## src/rtl/serial_cfg_tx.sv

```systemverilog
// serial_cfg_tx: backend power-up sequencer (reset hold, 5-bit gain shift-out, ready wait with timeout)
module serial_cfg_tx #(
    parameter int CLKDIV           = 2,
    parameter int RESET_LOW_CYCLES = 4,
    parameter int READY_TIMEOUT    = 64
) (
    input  logic       i_clk,
    input  logic       i_reset,
    input  logic       i_start,
    input  logic [1:0] i_gainA1,
    input  logic [2:0] i_gainA2,
    input  logic       i_ready,
    output logic       o_resetbAll,
    output logic       o_sclk,
    output logic       o_sdin,
    output logic       o_busy,
    output logic       o_done,
    output logic       o_timeout
);
    localparam int MAX_AB = (RESET_LOW_CYCLES > 2 * CLKDIV) ? RESET_LOW_CYCLES : 2 * CLKDIV;
    localparam int MAXP   = (MAX_AB > READY_TIMEOUT) ? MAX_AB : READY_TIMEOUT;
    localparam int CW     = $clog2(MAXP) + 1;

    typedef enum logic [2:0] {IDLE, RST_LOW, SHIFT, WAIT_READY, DONE} state_t;

    state_t        state;
    logic [CW-1:0] cnt;
    logic [2:0]    bit_idx;
    logic [4:0]    sh;
    logic [1:0]    rdy_q;

    always_ff @(posedge i_clk or posedge i_reset) begin
        if (i_reset) begin
            state       <= IDLE;
            cnt         <= '0;
            bit_idx     <= '0;
            sh          <= '0;
            rdy_q       <= '0;
            o_resetbAll <= 1'b0;
            o_sclk      <= 1'b0;
            o_sdin      <= 1'b0;
            o_busy      <= 1'b0;
            o_done      <= 1'b0;
            o_timeout   <= 1'b0;
        end else begin
            rdy_q  <= {rdy_q[0], i_ready};
            o_done <= 1'b0;
            case (state)
                IDLE: if (i_start) begin
                    sh          <= {i_gainA2, i_gainA1};
                    o_timeout   <= 1'b0;
                    o_busy      <= 1'b1;
                    o_resetbAll <= 1'b0;
                    cnt         <= '0;
                    state       <= RST_LOW;
                end
                RST_LOW: if (cnt == CW'(RESET_LOW_CYCLES - 1)) begin
                    o_resetbAll <= 1'b1;
                    o_sdin      <= sh[0];
                    sh          <= sh >> 1;
                    cnt         <= '0;
                    bit_idx     <= '0;
                    state       <= SHIFT;
                end else begin
                    cnt <= cnt + 1'b1;
                end
                SHIFT: if (cnt == CW'(2 * CLKDIV - 1)) begin
                    cnt    <= '0;
                    o_sclk <= 1'b0;
                    if (bit_idx == 3'd4) begin
                        o_sdin <= 1'b0;
                        state  <= WAIT_READY;
                    end else begin
                        bit_idx <= bit_idx + 1'b1;
                        o_sdin  <= sh[0];
                        sh      <= sh >> 1;
                    end
                end else begin
                    cnt <= cnt + 1'b1;
                    if (cnt == CW'(CLKDIV - 1)) o_sclk <= 1'b1;
                end
                WAIT_READY: if (rdy_q[1] || cnt == CW'(READY_TIMEOUT)) begin
                    o_timeout <= !rdy_q[1];
                    o_done    <= 1'b1;
                    state     <= DONE;
                end else begin
                    cnt <= cnt + 1'b1;
                end
                DONE: begin
                    o_busy <= 1'b0;
                    state  <= IDLE;
                end
                default: state <= IDLE;
            endcase
        end
    end
endmodule

```

## config.mk

```make
export PLATFORM = sky130hd
export DESIGN_NAME = serial_cfg_tx
export DESIGN_NICKNAME = d
export VERILOG_FILES = /design/src/rtl/serial_cfg_tx.sv
export SDC_FILE = /design/constraint.sdc
export NUM_CORES = 1
export LEC_CHECK = 0
export BUFFER_PORTS_ARGS = -buffer_cell sky130_fd_sc_hd__buf_2
export CORE_AREA = 5 5 72 74
export CTS_CLUSTER_DIAMETER = 150
export CTS_CLUSTER_SIZE = 30
export DETAILED_ROUTE_END_ITERATION = 8
export DIE_AREA = 0 0 77 79
export PLACE_DENSITY = 0.52
export SETUP_SLACK_MARGIN = 0.15
export SLEW_MARGIN = 20
export SYNTH_ARGS = -nofsm -noshare
export SYNTH_HDL_FRONTEND = slang
export SYNTH_SLANG_ARGS = --single-unit
```

## constraint.sdc

```tcl
create_clock -name i_clk -period 2.1 [get_ports i_clk]
set_input_delay 0.315 -clock i_clk [delete_from_list [all_inputs] [get_ports i_clk]]
set_output_delay 0.315 -clock i_clk [all_outputs]
set_load 0.005 [all_outputs]
```

==> results.md <==
* CTS Buf Count at 3
* Setup TNS at 0 ns
* Setup CP Type: reg2reg
* Num rows at 25
* Outcome: finished, final reports clean
* Vias per cell at 5.335
* Placed cells at 220
* Non-filler cells, final at 224
* Mapped Nets at 168
* Mapped cell area at 1509 um^2
* Maxcap violations at 0
* Clock skew at 0.006596 ns
* Max Buffers Root-to-Sink at 2
* Hold crit path type: in2async
* Register area share after synthesis at 43.12%
* Unrepaired setup endpoints after global routing: false
* CP max FO at 6
* Most numerous cell in the Yosys netlist: dfrtp_1
* First-pass GRT wire length at 5609 um
* Leak pwr at 0.7419 nW
* Post-synth ARST share at 100.0%
* Area growth syn-to-layout at 14.10%
* Skew-Pair Late Insertion Delay at 0.27 ns
* Post-DP HPWL at 2379 um
* Core Footprint at 4536 um^2
* Data arrival, critical path at 1.98 ns
* Antenna cells at 0
* WL/cell at 14.30 um
* Top-area cell type share of the netlist area at 43.12%
* Antenna Nets Post-Route at 0
* Fin. Hold Viols at 0
* Die X at 77 um
* TritonRoute pass-1 iters at 4
* H-tree Lvls at 1
* I/O pin count at 15
* Clock Sinks at 26
* All-layer global routing usage at 11.28%
* RD Place Congestion at 0.7780
* CTS tree: yes
* Die Height at 79 um
* Synthesized instance count at 154
* List of most frequent post-synthesis cells: 26 x dfrtp_1, 12 x a21oi_1, 9 x inv_1, 9 x nor2_1
* CTS Hold Bufs at 0
* Post-synth EDFFs at 0
* Number of synthesized register bits at 26
* Layout Nets at 185
* Top_reg_cell synth: dfrtp_1
* Max_slew headroom at 66.63%
* Synth warn at 0
* Total Wirelength at 3204 um
* Vias at 1195
* CP Launch Type: flop
* Min Tclk post-route at 1.825 ns
* Clock Root Buffer: clkbuf_8
* Netlist cell types at 44
* Initial Utilization at 33.27%
* DRC at 0
* Synth area leaders: dfrtp_1 43%, mux2_2 6.0%, ha_1 4.1%
* Fmax at 548.1 MHz
* Vias in the first global route at 1214
* Gr ovfl total at 0
* Clock transition at the registers of the reported paths at 0.09 ns
* Final setup viols at 0
* Initial drt markers at 60
* PD cells at 1192 nW/um^2
* Buffers added on ports at 14
* Layout cell share with drive strength beyond 1 at 24.12%
* Syn Area/Cell at 9.798 um^2
* Worst-Margin Slew at 0.5005 ns
* Top cell type by total area after synthesis: dfrtp_1
* Crit path required time at 2.26 ns
* Die area at 6083 um^2
* Initial antenna violation count at 0
* Final slew viol count at 0
* Endpoint class of the critical path: flop
* Final critical-path share of the clock period at 86.89%
* Peak VDD IR at 0.4306 mV
* Largest net degree at the start of global routing at 27
[worst max-delay path: stages (launching register included)]
cell      delay [ns]
dfrtp_1         0.43
ha_1            0.28
nor2b_2         0.25
nand2_1         0.14
o221ai_4        0.24
mux2_2          0.37
[registers in the layout, indices dropped and copies added (netlist names)]
register     cells
o_resetbAll      1
o_timeout        1
o_busy           1
o_done           1
sh               5
o_sclk           1
rdy_q            2
o_sdin           1
state            3
cnt              7
bit_idx          3
[what timing repair did]
action,CTS,global route
buffers inserted,0,0
resized for setup,0,3
setup endpoints to repair,0,4
[stage by stage]
stage | area (um^2) | utilization, % | total power, mW | hold slack (ns) | setup slack, ns
floorplan | 1509 | - | 1.470 | 0.3312 | 0.4006
global placement | 1650 | 36.39 | 1.693 | 0.3330 | 0.2977
detailed placement | 1650 | 36.39 | 1.720 | 0.3471 | 0.1818
CTS | 1705 | 37.60 | 2.057 | 0.09862 | 0.1648
global route | 1722 | 37.96 | 2.236 | 0.1263 | 0.1543
finish | 1722 | 37.96 | 2.052 | 0.08531 | 0.2754
[cells by family (layout without fill, tap and decap cells)]
group	Yosys count	in the layout	synth area share, %
adder cells (fa/ha/maj)	5	5	4.146
buffers and inverters	17	33	4.975
AND/OR/NAND/NOR	56	56	22.31
flip-flops	26	26	43.12
XOR/XNOR	1	1	0.5805
multiplexers	9	9	6.634
AO/OA/AOI/OAI	40	40	18.24
[final timing paths]
| path | end | start | slack, ns | depth (start not counted) |
|---|---|---|---|---|
| worst max-delay path | sh[3] | cnt[0] | 0.28 | 5 |
| worst min register to register | rdy_q[1] | rdy_q[0] | 0.36 | 0 |
| min in group i_clk | rdy_q[0] | i_ready | 0.15 | 1 |
| max in group asynchronous | cnt[4] | i_reset | 1.76 | 3 |
| worst min-delay path | o_sdin | i_reset | 0.09 | 3 |
| worst max register to register | sh[3] | cnt[0] | 0.28 | 5 |
[cells in the final DEF, fill, tap and decap left out, types with 2 or more instances in the layout]
cell,n
dfrtp_1,26
buf_2,14
a21oi_1,12
inv_1,9
mux2_2,8
nand2_1,8
nand3_1,8
o31ai_1,8
nor2_1,8
o21ai_0,7
or4_1,6
buf_4,6
ha_1,5
and3_1,4
clkbuf_8,4
nor3b_1,3
nand2b_1,2
nand4_1,2
nor3_1,2
nor2_4,2
and4_1,2
a31oi_1,2
[per-layer routing]
metal  vias up  global-route usage, %  routed length, um
met1       564                  14.67               1579
met5         -                      0                  0
li1        606                      -                  -
met4         0                  2.577                 17
met3         2                  3.515                161
met2        23                  18.42               1446
[report_power, final]
part	total, mW	internal (mW)	switching [mW]
Sequential	0.800	0.648	0.152
Clock	0.323	0.168	0.156
Combinational	0.929	0.444	0.485
Total	2.05	1.26	0.793
[layout make-up]
cell class	instances	area, um^2
Sequential cell	26	650.6
Tap cell	54	67.56
Fill cell	446	2814
Inverter	9	33.78
Multi-Input combinational cell	111	799.5
Timing Repair Buffer	20	115.1
Clock buffer	4	55.05
Power figures use the tool's default switching activity.
